==> src/rtl/fetch_unit.sv <==
`default_nettype none
// ============================================================================
// Module      : fetch_unit
// Description : Instruction-fetch stage with a single-outstanding valid/ready
//               memory port, redirect handling and the IF/ID pipeline register.
// Revision    : 1.0 - initial release
// ============================================================================
module fetch_unit #(
  parameter int                         DATA_WIDTH    = 32,
  parameter int                         ADDRESS_WIDTH = 32,
  parameter logic [ADDRESS_WIDTH-1:0]   RESET_PC      = '0
) (
  input  logic                     clk,
  input  logic                     rst,
  input  logic                     pc_src_e,
  input  logic [ADDRESS_WIDTH-1:0] pc_target_e,
  input  logic                     stall_f,
  input  logic                     stall_d,
  input  logic                     flush_d,
  output logic                     imem_req_valid,
  input  logic                     imem_req_ready,
  output logic [ADDRESS_WIDTH-1:0] imem_addr,
  input  logic                     imem_rsp_valid,
  input  logic [DATA_WIDTH-1:0]    imem_rsp_data,
  output logic [DATA_WIDTH-1:0]    instr_d,
  output logic [ADDRESS_WIDTH-1:0] pc_d,
  output logic [ADDRESS_WIDTH-1:0] pc_plus4_d,
  output logic                     valid_d,
  output logic                     fetch_busy
);

  localparam logic [DATA_WIDTH-1:0]    C_NOP   = DATA_WIDTH'(32'h0000_0013);
  localparam logic [ADDRESS_WIDTH-1:0] C_FOUR  = ADDRESS_WIDTH'(4);

  typedef enum logic [1:0] {
    ST_REQ  = 2'd0,
    ST_WAIT = 2'd1,
    ST_HOLD = 2'd2
  } state_t;

  state_t                   state_q,    state_d;
  logic [ADDRESS_WIDTH-1:0] pc_f_q,     pc_f_d;
  logic [ADDRESS_WIDTH-1:0] req_pc_q,   req_pc_d;
  logic                     drop_q,     drop_d;
  logic [DATA_WIDTH-1:0]    hold_q,     hold_d;
  logic [DATA_WIDTH-1:0]    instr_q,    instr_nxt;
  logic [ADDRESS_WIDTH-1:0] pc_id_q,    pc_id_d;
  logic [ADDRESS_WIDTH-1:0] pc4_id_q,   pc4_id_d;
  logic                     valid_id_q, valid_id_d;

  logic                     req_valid;
  logic                     consume;
  logic [DATA_WIDTH-1:0]    consume_data;
  logic [ADDRESS_WIDTH-1:0] req_pc_plus4;

  always_comb begin
    state_d      = state_q;
    pc_f_d       = pc_f_q;
    req_pc_d     = req_pc_q;
    drop_d       = drop_q;
    hold_d       = hold_q;
    consume      = 1'b0;
    consume_data = imem_rsp_data;
    req_pc_plus4 = req_pc_q + C_FOUR;
    req_valid    = (state_q == ST_REQ) && !rst && !stall_f && !pc_src_e;

    case (state_q)
      ST_REQ: begin
        if (req_valid && imem_req_ready) begin
          req_pc_d = pc_f_q;
          state_d  = ST_WAIT;
        end
      end
      ST_WAIT: begin
        // A redirect with no response yet leaves the in-flight fetch to be dropped later.
        if (pc_src_e) begin
          if (imem_rsp_valid) begin
            drop_d  = 1'b0;
            state_d = ST_REQ;
          end else begin
            drop_d  = 1'b1;
          end
        end else if (imem_rsp_valid) begin
          if (drop_q) begin
            drop_d  = 1'b0;
            state_d = ST_REQ;
          end else if (!stall_d) begin
            consume = 1'b1;
            pc_f_d  = req_pc_plus4;
            state_d = ST_REQ;
          end else begin
            hold_d  = imem_rsp_data;
            pc_f_d  = req_pc_plus4;
            state_d = ST_HOLD;
          end
        end
      end
      ST_HOLD: begin
        if (pc_src_e) begin
          state_d = ST_REQ;
        end else if (!stall_d) begin
          consume      = 1'b1;
          consume_data = hold_q;
          state_d      = ST_REQ;
        end
      end
      default: state_d = ST_REQ;
    endcase

    if (pc_src_e) begin
      pc_f_d = pc_target_e;
    end
  end

  // IF/ID: redirect/flush beat stall; an unstalled decode with nothing new gets a bubble.
  always_comb begin
    instr_nxt  = instr_q;
    pc_id_d    = pc_id_q;
    pc4_id_d   = pc4_id_q;
    valid_id_d = valid_id_q;
    if (pc_src_e || flush_d || (!stall_d && !consume)) begin
      instr_nxt  = C_NOP;
      pc_id_d    = '0;
      pc4_id_d   = '0;
      valid_id_d = 1'b0;
    end else if (consume) begin
      instr_nxt  = consume_data;
      pc_id_d    = req_pc_q;
      pc4_id_d   = req_pc_plus4;
      valid_id_d = 1'b1;
    end
  end

  always_ff @(posedge clk or posedge rst) begin
    if (rst) begin
      state_q    <= ST_REQ;
      pc_f_q     <= RESET_PC;
      req_pc_q   <= '0;
      drop_q     <= 1'b0;
      hold_q     <= '0;
      instr_q    <= C_NOP;
      pc_id_q    <= '0;
      pc4_id_q   <= '0;
      valid_id_q <= 1'b0;
    end else begin
      state_q    <= state_d;
      pc_f_q     <= pc_f_d;
      req_pc_q   <= req_pc_d;
      drop_q     <= drop_d;
      hold_q     <= hold_d;
      instr_q    <= instr_nxt;
      pc_id_q    <= pc_id_d;
      pc4_id_q   <= pc4_id_d;
      valid_id_q <= valid_id_d;
    end
  end

  assign imem_req_valid = req_valid;
  assign imem_addr      = pc_f_q;
  assign instr_d        = instr_q;
  assign pc_d           = pc_id_q;
  assign pc_plus4_d     = pc4_id_q;
  assign valid_d        = valid_id_q;
  assign fetch_busy     = (state_q != ST_REQ);

endmodule
`default_nettype wire

==> config.mk <==
export PLATFORM = sky130hd
export DESIGN_NAME = fetch_unit
export DESIGN_NICKNAME = d
export VERILOG_FILES = /design/src/rtl/fetch_unit.sv
export SDC_FILE = /design/constraint.sdc
export NUM_CORES = 1
export LEC_CHECK = 0
export CAP_MARGIN = 10
export CORE_MARGIN = 2
export CORE_UTILIZATION = 42
export CTS_BUF_LIST = sky130_fd_sc_hd__clkbuf_8
export DETAILED_ROUTE_END_ITERATION = 10
export PLACE_DENSITY = 0.67
export SYNTH_ARGS = -nofsm -noshare
export SYNTH_HDL_FRONTEND = slang
export SYNTH_SLANG_ARGS = --single-unit
export TNS_END_PERCENT = 50
==> constraint.sdc <==
create_clock -name clk -period 13.2 [get_ports clk]
set_input_delay 1.98 -clock clk [delete_from_list [all_inputs] [get_ports clk]]
set_output_delay 1.98 -clock clk [all_outputs]
set_load 0.1 [all_outputs]
==> results of run 1 <==
## cell families after synthesis
family          share of synthesized area
compound gates                      0.115
simple gates                        0.112
fa+ha+maj                         0.00743
mux                                 0.134
buf+inv                            0.0296
xor+xnor                           0.0250
flops                               0.577
## layout make-up
class,count,share of cell area
Sequential cell,194,0.436
Multi-Input combinational cell,471,0.300
Timing Repair Buffer,211,0.187
Tap cell,265,0.0298
Clock buffer,20,0.0247
Clock inverter,12,0.0181
Inverter,10,0.00404
## where the power goes
group | leakage, uW | total (uW) | switching (uW) | internal (uW)
Combinational | 0.00193 | 600 | 383 | 217
Clock | 0.000247 | 454 | 212 | 242
Sequential | 0.00254 | 856 | 135 | 721
Total | 0.00471 | 1910 | 730 | 1180
## per-stage QoR
| stage | instance area [um^2] | setup slack, ns | total power, uW |
|---|---|---|---|
| final | 11100 | 7.15 | 1910 |
| after global routing | 11100 | 7.08 | 2000 |
| after CTS | 11100 | 7.14 | 1920 |
| after detailed placement | 10700 | 7.14 | 1470 |
| after global placement | 10700 | 7.17 | 1460 |
| after floorplan | 8420 | 5.94 | 1290 |
## cells in the mapped netlist (7+ instances only)
cell type / number
mux2_2: 63
nand2_1: 100
clkbuf_1: 33
o21ai_0: 74
xor2_1: 13
nand3_1: 14
nand4_1: 9
a21oi_1: 14
inv_1: 10
xnor2_1: 11
buf_1: 10
dfrtp_1: 191
nor2_1: 19
mux2i_1: 42
nor3_1: 8
buf_2: 7
a22o_1: 37
o221ai_1: 9
## metal layers
layer | vias up | wire length [um] | share of wire | GRT usage
li1 | 2941 | - | - | -
met5 | - | 0 | 0 | 0
met4 | 0 | 376 | 0.017 | 0.0613
met1 | 3118 | 9750 | 0.45 | 0.280
met2 | 194 | 10500 | 0.48 | 0.332
met3 | 22 | 1090 | 0.050 | 0.0458
## critical path, delay by kind of cell
kind	cells	cell delay (ns)
AND/OR/NAND/NOR	1	0.37
buffers and inverters	2	1.72
## sequential cells by signal (all words and copies together) (netlist names)
signal      flops
hold_q         32
valid_d         1
req_pc_q       32
state_q         2
pc_d           32
pc_plus4_d     30
imem_addr      32
drop_q          1
instr_d        32
## worst min-delay path by stage
stage | start | to | slack [ns]
final | valid_d$_DFFE_PP0P_ | valid_d$_DFFE_PP0P_ | 0.48
after CTS | valid_d$_DFFE_PP0P_ | valid_d$_DFFE_PP0P_ | 0.49
after global routing | instr_d[16]$_DFFE_PP0P_ | instr_d[16]$_DFFE_PP0P_ | 0.50
after detailed placement | valid_d$_DFFE_PP0P_ | valid_d$_DFFE_PP0P_ | 0.47
after floorplan | hold_q[30]$_DFFE_PP0P_ | hold_q[30]$_DFFE_PP0P_ | 0.48
after global placement | instr_d[7]$_DFFE_PP0P_ | instr_d[7]$_DFFE_PP0P_ | 0.46
==> out/metrics.csv, run 1 <==
metric;value;unit
total CTS buffers;17;
fin crit share;0.458;
Port Buf Inserts;202;
Initial Util;0.430;
clock sink count;194;
Post-Syn Area per Cell;11.6;um^2
synthesized flop and latch total;194;
global-route wire length before repair;34.7;mm
DRT Wirelength;21.7;mm
Worst EP required;11.22;ns
ANT nets after route;0;
WL/cell;18.3;um
Synth area leaders;dfrtp_1 (57%), mux2_2 (8.4%), mux2i_1 (5.0%);
Die W;146;um
post-CTS sizing;0;
most common cell after layout, fill and taps aside;clkdlybuf4s50_1;
latest clock arrival within the worst-skew pair;0.46;ns
drt initial violations;413;
Ys Warns;0;
post-synth top area share;0.567;
Final Hold Viols;0;
max cap viols;0;
HP Class;flip-flop to flip-flop;
root buffer cell;clkbuf_8;
outcome;finished clean;
slew margin rel.;0.296;
Pre-antenna DRT Iters;5;
routed vias;6275;
post-detail-place hpwl;14.5;mm
Core Box Area;0.0196;mm^2
critical path's largest stage delay;1.20;ns
drt drc;0;
post-CTS setup buffer count;0;
FF-to-FF Start;state_q[1]$_DFFE_PP0P_;
post-synthesis cell count;727;
Layout Nets;982;
Total GRT Usage;0.206;
area grow syn2layout;32.2;%
crit path kind;input port to primary output;
Post-Syn Area;0.00842;mm^2
Worst R2R End;state_q[1]$_DFFE_PP0P_;
Peak VDD IR;0.101;mV
Synth area leader;dfrtp_1;
H-tree depth;4;
vias in the first global route;6226;
syn_nets;804;
Setup crit start kind;input port;
Setup Total Neg Slack;0;ns
Lkg Pwr;0.00471;uW
final hold slack;0.480;ns
Reg clk slew, reported paths;0.10;ns
Storage cell area;0.00486;mm^2
WP data arrival;4.07;ns
Pwr Density;171;mW/mm^2
layout cells sized above 1;0.131;
Final Slew Violations;0;
Post-synth EDFFs;0;
slowest CP cell;clkdlybuf4s50_1;
number of diodes;0;
Fillers;1698;
FF-to-FF path depth;7;
Worst Setup EP;imem_req_valid;
asr flop ratio synth;1.00;
critical path fanouts, max;2;
hold_buf cts;0;
GR Overflow Total;0;
WHS Path Cells;2;
Final Critical Period;6.05;ns
Most used DFF post-synth;dfrtp_1;
initial antenna violation count;0;
CP Capture Type;primary output;
multi-input logic area;0.00334;mm^2
Clock Tree Buf Depth;2;
Die Y;146;um
IO Pins;203;
post-layout util;0.569;
CTS tree;done;
most frequent CP cell;clkdlybuf4s50_1;
largest net degree at the start of global routing;125;
Die ar.;0.0212;mm^2
Worst-Margin Slew;1.05;ns
crit path launch;rst;
# rows;51;
register area share after synthesis;0.577;
Final GP Congestion;0.768;
cell count after placement;1151;
commonest non-fill, non-tap cells in the layout;clkdlybuf4s50_1 (201), dfrtp_1 (191), nand2_1 (99), o21ai_0 (73), mux2_2 (63);
maximum clock rate;165;MHz
reg-to-reg setup timing slack;10.47;ns
vias per cell;5.30;
crit-path cells;clkdlybuf4s50_1 -> nor4b_2 -> clkdlybuf4s50_1;
skew final;0.0163;ns
RSZ-0062 raised after global routing;false;
Distinct cells, synth;45;
endpoints failing setup;0;
Finished Layout Cells;1183;
Power figures use the tool's default switching activity.
==> run 2, diff against run 1 <==
==> constraint.sdc (replaced) <==
create_clock -name clk -period 5.82 [get_ports clk]
set_input_delay 0.873 -clock clk [delete_from_list [all_inputs] [get_ports clk]]
set_output_delay 0.873 -clock clk [all_outputs]
set_load 0.1 [all_outputs]
==> out/metrics.csv, run 2 (synthesis gave the netlist of run 1 again) <==
metric;value;unit
most common cell after layout, fill and taps aside;clkdlybuf4s50_1;
Layout Nets;982;
hold_buf cts;0;
slew margin rel.;0.298;
GR Overflow Total;0;
cell internal pwr;2530;uW
global-route wire length before repair;35.3;mm
skew final;0.0153;ns
Setup crit start kind;input port;
max cap viols;0;
most frequent CP cell;clkdlybuf4s50_1;
crit path kind;input port to primary output;
drt initial violations;427;
fin crit share;0.647;
Clock Power Share;0.221;
outcome;finished clean;
Final Hold Viols;0;
Setup Total Neg Slack;0;ns
total CTS buffers;17;
Pwr Density;382;mW/mm^2
CP Capture Type;primary output;
cell count after placement;1151;
Pre-antenna DRT Iters;5;
Final Slew Violations;0;
latest clock arrival within the worst-skew pair;0.48;ns
switch share;0.403;
IO Pins;203;
Total GRT Usage;0.210;
ANT nets after route;0;
Reg clk slew, reported paths;0.10;ns
switching power;1710;uW
DRT Wirelength;21.8;mm
CTS tree;done;
FF-to-FF Start;state_q[0]$_DFFE_PP0P_;
critical path's largest stage delay;1.19;ns
Final Cell Area;0.0111;mm^2
RSZ-0062 raised after global routing;false;
WHS Path Cells;2;
Die W;146;um
vias per cell;5.32;
critical path fanouts, max;2;
drt drc;0;
Peak VDD IR;0.193;mV
endpoints failing setup;0;
slowest CP cell;clkdlybuf4s50_1;
# rows;51;
commonest non-fill, non-tap cells in the layout;clkdlybuf4s50_1 (201), dfrtp_1 (191), nand2_1 (99), o21ai_0 (73), mux2_2 (63);
Worst-Margin Slew;1.05;ns
WL/cell;18.5;um
reg-to-reg setup timing slack;3.11;ns
maximum clock rate;266;MHz
crit path launch;rst;
Post-Place Cell Area;0.0107;mm^2
Worst EP required;4.95;ns
post-CTS setup buffer count;0;
Port Buf Inserts;202;
root buffer cell;clkbuf_8;
Clock Tree Buf Depth;2;
HP Class;flip-flop to flip-flop;
post-CTS sizing;0;
H-tree depth;4;
Fillers;1741;
Comb power frac;0.321;
FF-to-FF path depth;7;
sequential share of power;0.458;
area grow syn2layout;31.8;%
clock sink count;194;
Lkg Pwr;0.00467;uW
Die Y;146;um
layout cells sized above 1;0.134;
Worst R2R End;state_q[1]$_DFFE_PP0P_;
routed vias;6298;
Hold Startpoint;valid_d$_DFFE_PP0P_;
vias in the first global route;6298;
Initial Util;0.430;
Final Critical Period;3.76;ns
Die ar.;0.0212;mm^2
number of diodes;0;
Finished Layout Cells;1183;
largest net degree at the start of global routing;195;
crit-path cells;clkdlybuf4s50_1 -> nor4b_2 -> clkdlybuf4s50_1;
WHS Endpoint;valid_d$_DFFE_PP0P_;
Core Box Area;0.0196;mm^2
post-layout util;0.567;
post-detail-place hpwl;14.4;mm
Final GP Congestion;0.772;
WP data arrival;2.89;ns
initial antenna violation count;0;
-- run 2: cell types whose count changed in the layout (fill, tap and decap cells not counted), sizes merged --
cell	previous run	this run
clkbuf	20	17
inv	14	16
bufinv	5	2
clkinvlp	0	3
clkinv	3	4
-- run 2: area by class of cell --
type                            instances  area (um^2)  share of cell area
Tap cell                              265          332              0.0299
Timing Repair Buffer                  211         2100               0.189
Inverter                               10         41.3             0.00372
Sequential cell                       194         4860               0.438
Multi-Input combinational cell        471         3340               0.301
Clock buffer                           17          234              0.0211
Clock inverter                         15          194              0.0175
-- run 2: worst max-delay path by stage --
stage	cells after the start	slack (ns)	to
after floorplan	6	1.67	state_q[1]$_DFFE_PP0P_
after global routing	3	2.01	imem_req_valid
after detailed placement	3	2.05	imem_req_valid
after CTS	3	2.04	imem_req_valid
final	3	2.06	imem_req_valid
after global placement	3	2.07	imem_req_valid
-- run 2: critical path: cells and delay by family --
family                 cells  cell delay, ns
and+or+nand+nor            1            0.35
buffers and inverters      2            1.66
-- run 2: routing by layer --
metal  global-route usage  wire length, um  up-vias
li1                     -                -     2943
met1                0.283             9650     3142
met2                0.341            10500      186
met3               0.0395             1140       27
met4               0.0779              502        0
met5                    0                0        -
-- run 2: power by group through the flow --
stage,combinational (uW),sequential [uW],clock (uW)
after floorplan,648,2280,0
after global placement,1350,1950,0
after detailed placement,1370,1960,0
after CTS,1380,1940,964
after global routing,1450,1990,1010
final,1360,1940,936
-- run 2: per-stage QoR --
stage                     hold slack [ns]  setup WS [ns]  total power [uW]
after CTS                           0.489           2.04              4280
final                               0.480           2.06              4240
after global placement              0.462           2.07              3300
after global routing                0.514           2.01              4460
after detailed placement            0.464           2.05              3330
after floorplan                     0.479           1.67              2930
==> run 3, diff against run 2 <==
==> constraint.sdc (replaced) <==
create_clock -name clk -period 3.55 [get_ports clk]
set_input_delay 0.5325 -clock clk [delete_from_list [all_inputs] [get_ports clk]]
set_output_delay 0.5325 -clock clk [all_outputs]
set_load 0.1 [all_outputs]
==> out/metrics.csv, run 3 (synthesis gave the netlist of run 1 again) <==
metric;value;unit
Setup crit start kind;flip-flop;
IO Pins;203;
CP Depth;1;
fin crit share;0.757;
Lkg Pwr;0.00470;uW
Finished Layout Cells;1189;
Clock Tree Buf Depth;2;
vias in the first global route;6358;
WP data arrival;2.16;ns
Peak VDD IR;0.300;mV
Initial Util;0.430;
drt initial violations;366;
endpoints failing setup;0;
cell count after placement;1157;
FF-to-FF path depth;6;
H-tree depth;4;
Total GRT Usage;0.213;
GR Overflow Total;0;
Layout Nets;988;
largest net degree at the start of global routing;66;
maximum clock rate;372;MHz
final worst slack;0.861;ns
Core Box Area;0.0196;mm^2
total CTS buffers;17;
Reg clk slew, reported paths;0.09;ns
Die W;146;um
Hold Startpoint;pc_plus4_d[29]$_DFFE_PP0P_;
Storage cell area;0.00486;mm^2
critical path's largest stage delay;1.15;ns
CP bufs+invs;1;
RSZ-0062 raised after global routing;false;
Post-Place Cell Area;0.0107;mm^2
Pre-antenna DRT Iters;5;
WHS Endpoint;pc_plus4_d[29]$_DFFE_PP0P_;
hold_buf cts;0;
initial antenna violation count;0;
Worst-Margin Slew;1.06;ns
clock sink count;194;
WL/cell;18.5;um
Fillers;1711;
slowest CP cell;clkdlybuf4s50_1;
ANT nets after route;0;
HP Class;flip-flop to flip-flop;
WHS Path Cells;2;
most common cell after layout, fill and taps aside;clkdlybuf4s50_1;
DRT Wirelength;22.0;mm
reg-to-reg setup timing slack;1.14;ns
Worst EP required;3.02;ns
FF-to-FF Start;state_q[0]$_DFFE_PP0P_;
multi-input logic area;0.00334;mm^2
layout cells sized above 1;0.145;
# rows;51;
commonest non-fill, non-tap cells in the layout;clkdlybuf4s50_1 (196), dfrtp_1 (191), nand2_1 (99), o21ai_0 (73), mux2_2 (63);
max cap viols;0;
Die ar.;0.0212;mm^2
Final Hold Viols;0;
post-detail-place hpwl;15.4;mm
Die Y;146;um
skew final;0.0105;ns
routed vias;6276;
Final GP Congestion;0.813;
Final Critical Period;2.69;ns
final hold slack;0.483;ns
Pwr Density;620;mW/mm^2
area grow syn2layout;31.8;%
drt drc;0;
number of diodes;0;
CTS tree;done;
Worst R2R End;pc_plus4_d[16]$_DFFE_PP0P_;
global-route wire length before repair;35.8;mm
Final Slew Violations;0;
critical path's top delay family;buffers and inverters;
Port Buf Inserts;202;
pre-CTS WS;0.789;ns
crit-path cells;clkdlybuf4s50_1;
Final Cell Area;0.0111;mm^2
latest clock arrival within the worst-skew pair;0.46;ns
outcome;finished clean;
crit path kind;flip-flop to primary output;
post-CTS setup buffer count;0;
post-CTS sizing;0;
vias per cell;5.28;
root buffer cell;clkbuf_8;
Pwr Total;6880;uW
slew margin rel.;0.290;
CP Capture Type;primary output;
critical path fanouts, max;2;
==> run 3: worst max-delay path by stage <==
stage | start | slack [ns] | to
final | instr_d[0]$_DFFE_PP1P_ | 0.86 | instr_d[0]
after global routing | instr_d[0]$_DFFE_PP1P_ | 0.80 | instr_d[0]
after CTS | instr_d[0]$_DFFE_PP1P_ | 0.81 | instr_d[0]
after detailed placement | stall_d | 0.79 | pc_plus4_d[3]$_DFFE_PP0P_
after global placement | stall_d | 0.82 | pc_plus4_d[7]$_DFFE_PP0P_
after floorplan | pc_src_e | -0.26 | state_q[1]$_DFFE_PP0P_
==> run 3: final cells by class <==
class,instances,area share
Clock buffer,20,0.0248
Sequential cell,194,0.438
Tap cell,265,0.0299
Clock inverter,12,0.0118
Multi-Input combinational cell,471,0.301
Timing Repair Buffer,217,0.191
Inverter,10,0.00372
==> run 3: per-stage QoR <==
step	TNS, ns	utilization
3_3_place_gp	0	0.546
2_1_floorplan	-4.60	-
3_5_place_dp	0	0.546
5_1_grt	0	0.567
6_report	0	0.567
4_1_cts	0	0.567
==> run 3: metal layers <==
metal | up-vias | share of wire | GRT usage
li1 | 2962 | - | -
met1 | 3112 | 0.45 | 0.288
met2 | 179 | 0.49 | 0.348
met3 | 23 | 0.045 | 0.0426
met4 | 0 | 0.019 | 0.0686
met5 | - | 0 | 0
==> run 3: power by group <==
| part | switching [uW] | internal [uW] | leakage [uW] |
|---|---|---|---|
| sequential | 514 | 2680 | 0.00254 |
| clock | 777 | 684 | 0.000209 |
| combinational | 1420 | 808 | 0.00195 |
| total | 2710 | 4170 | 0.00470 |
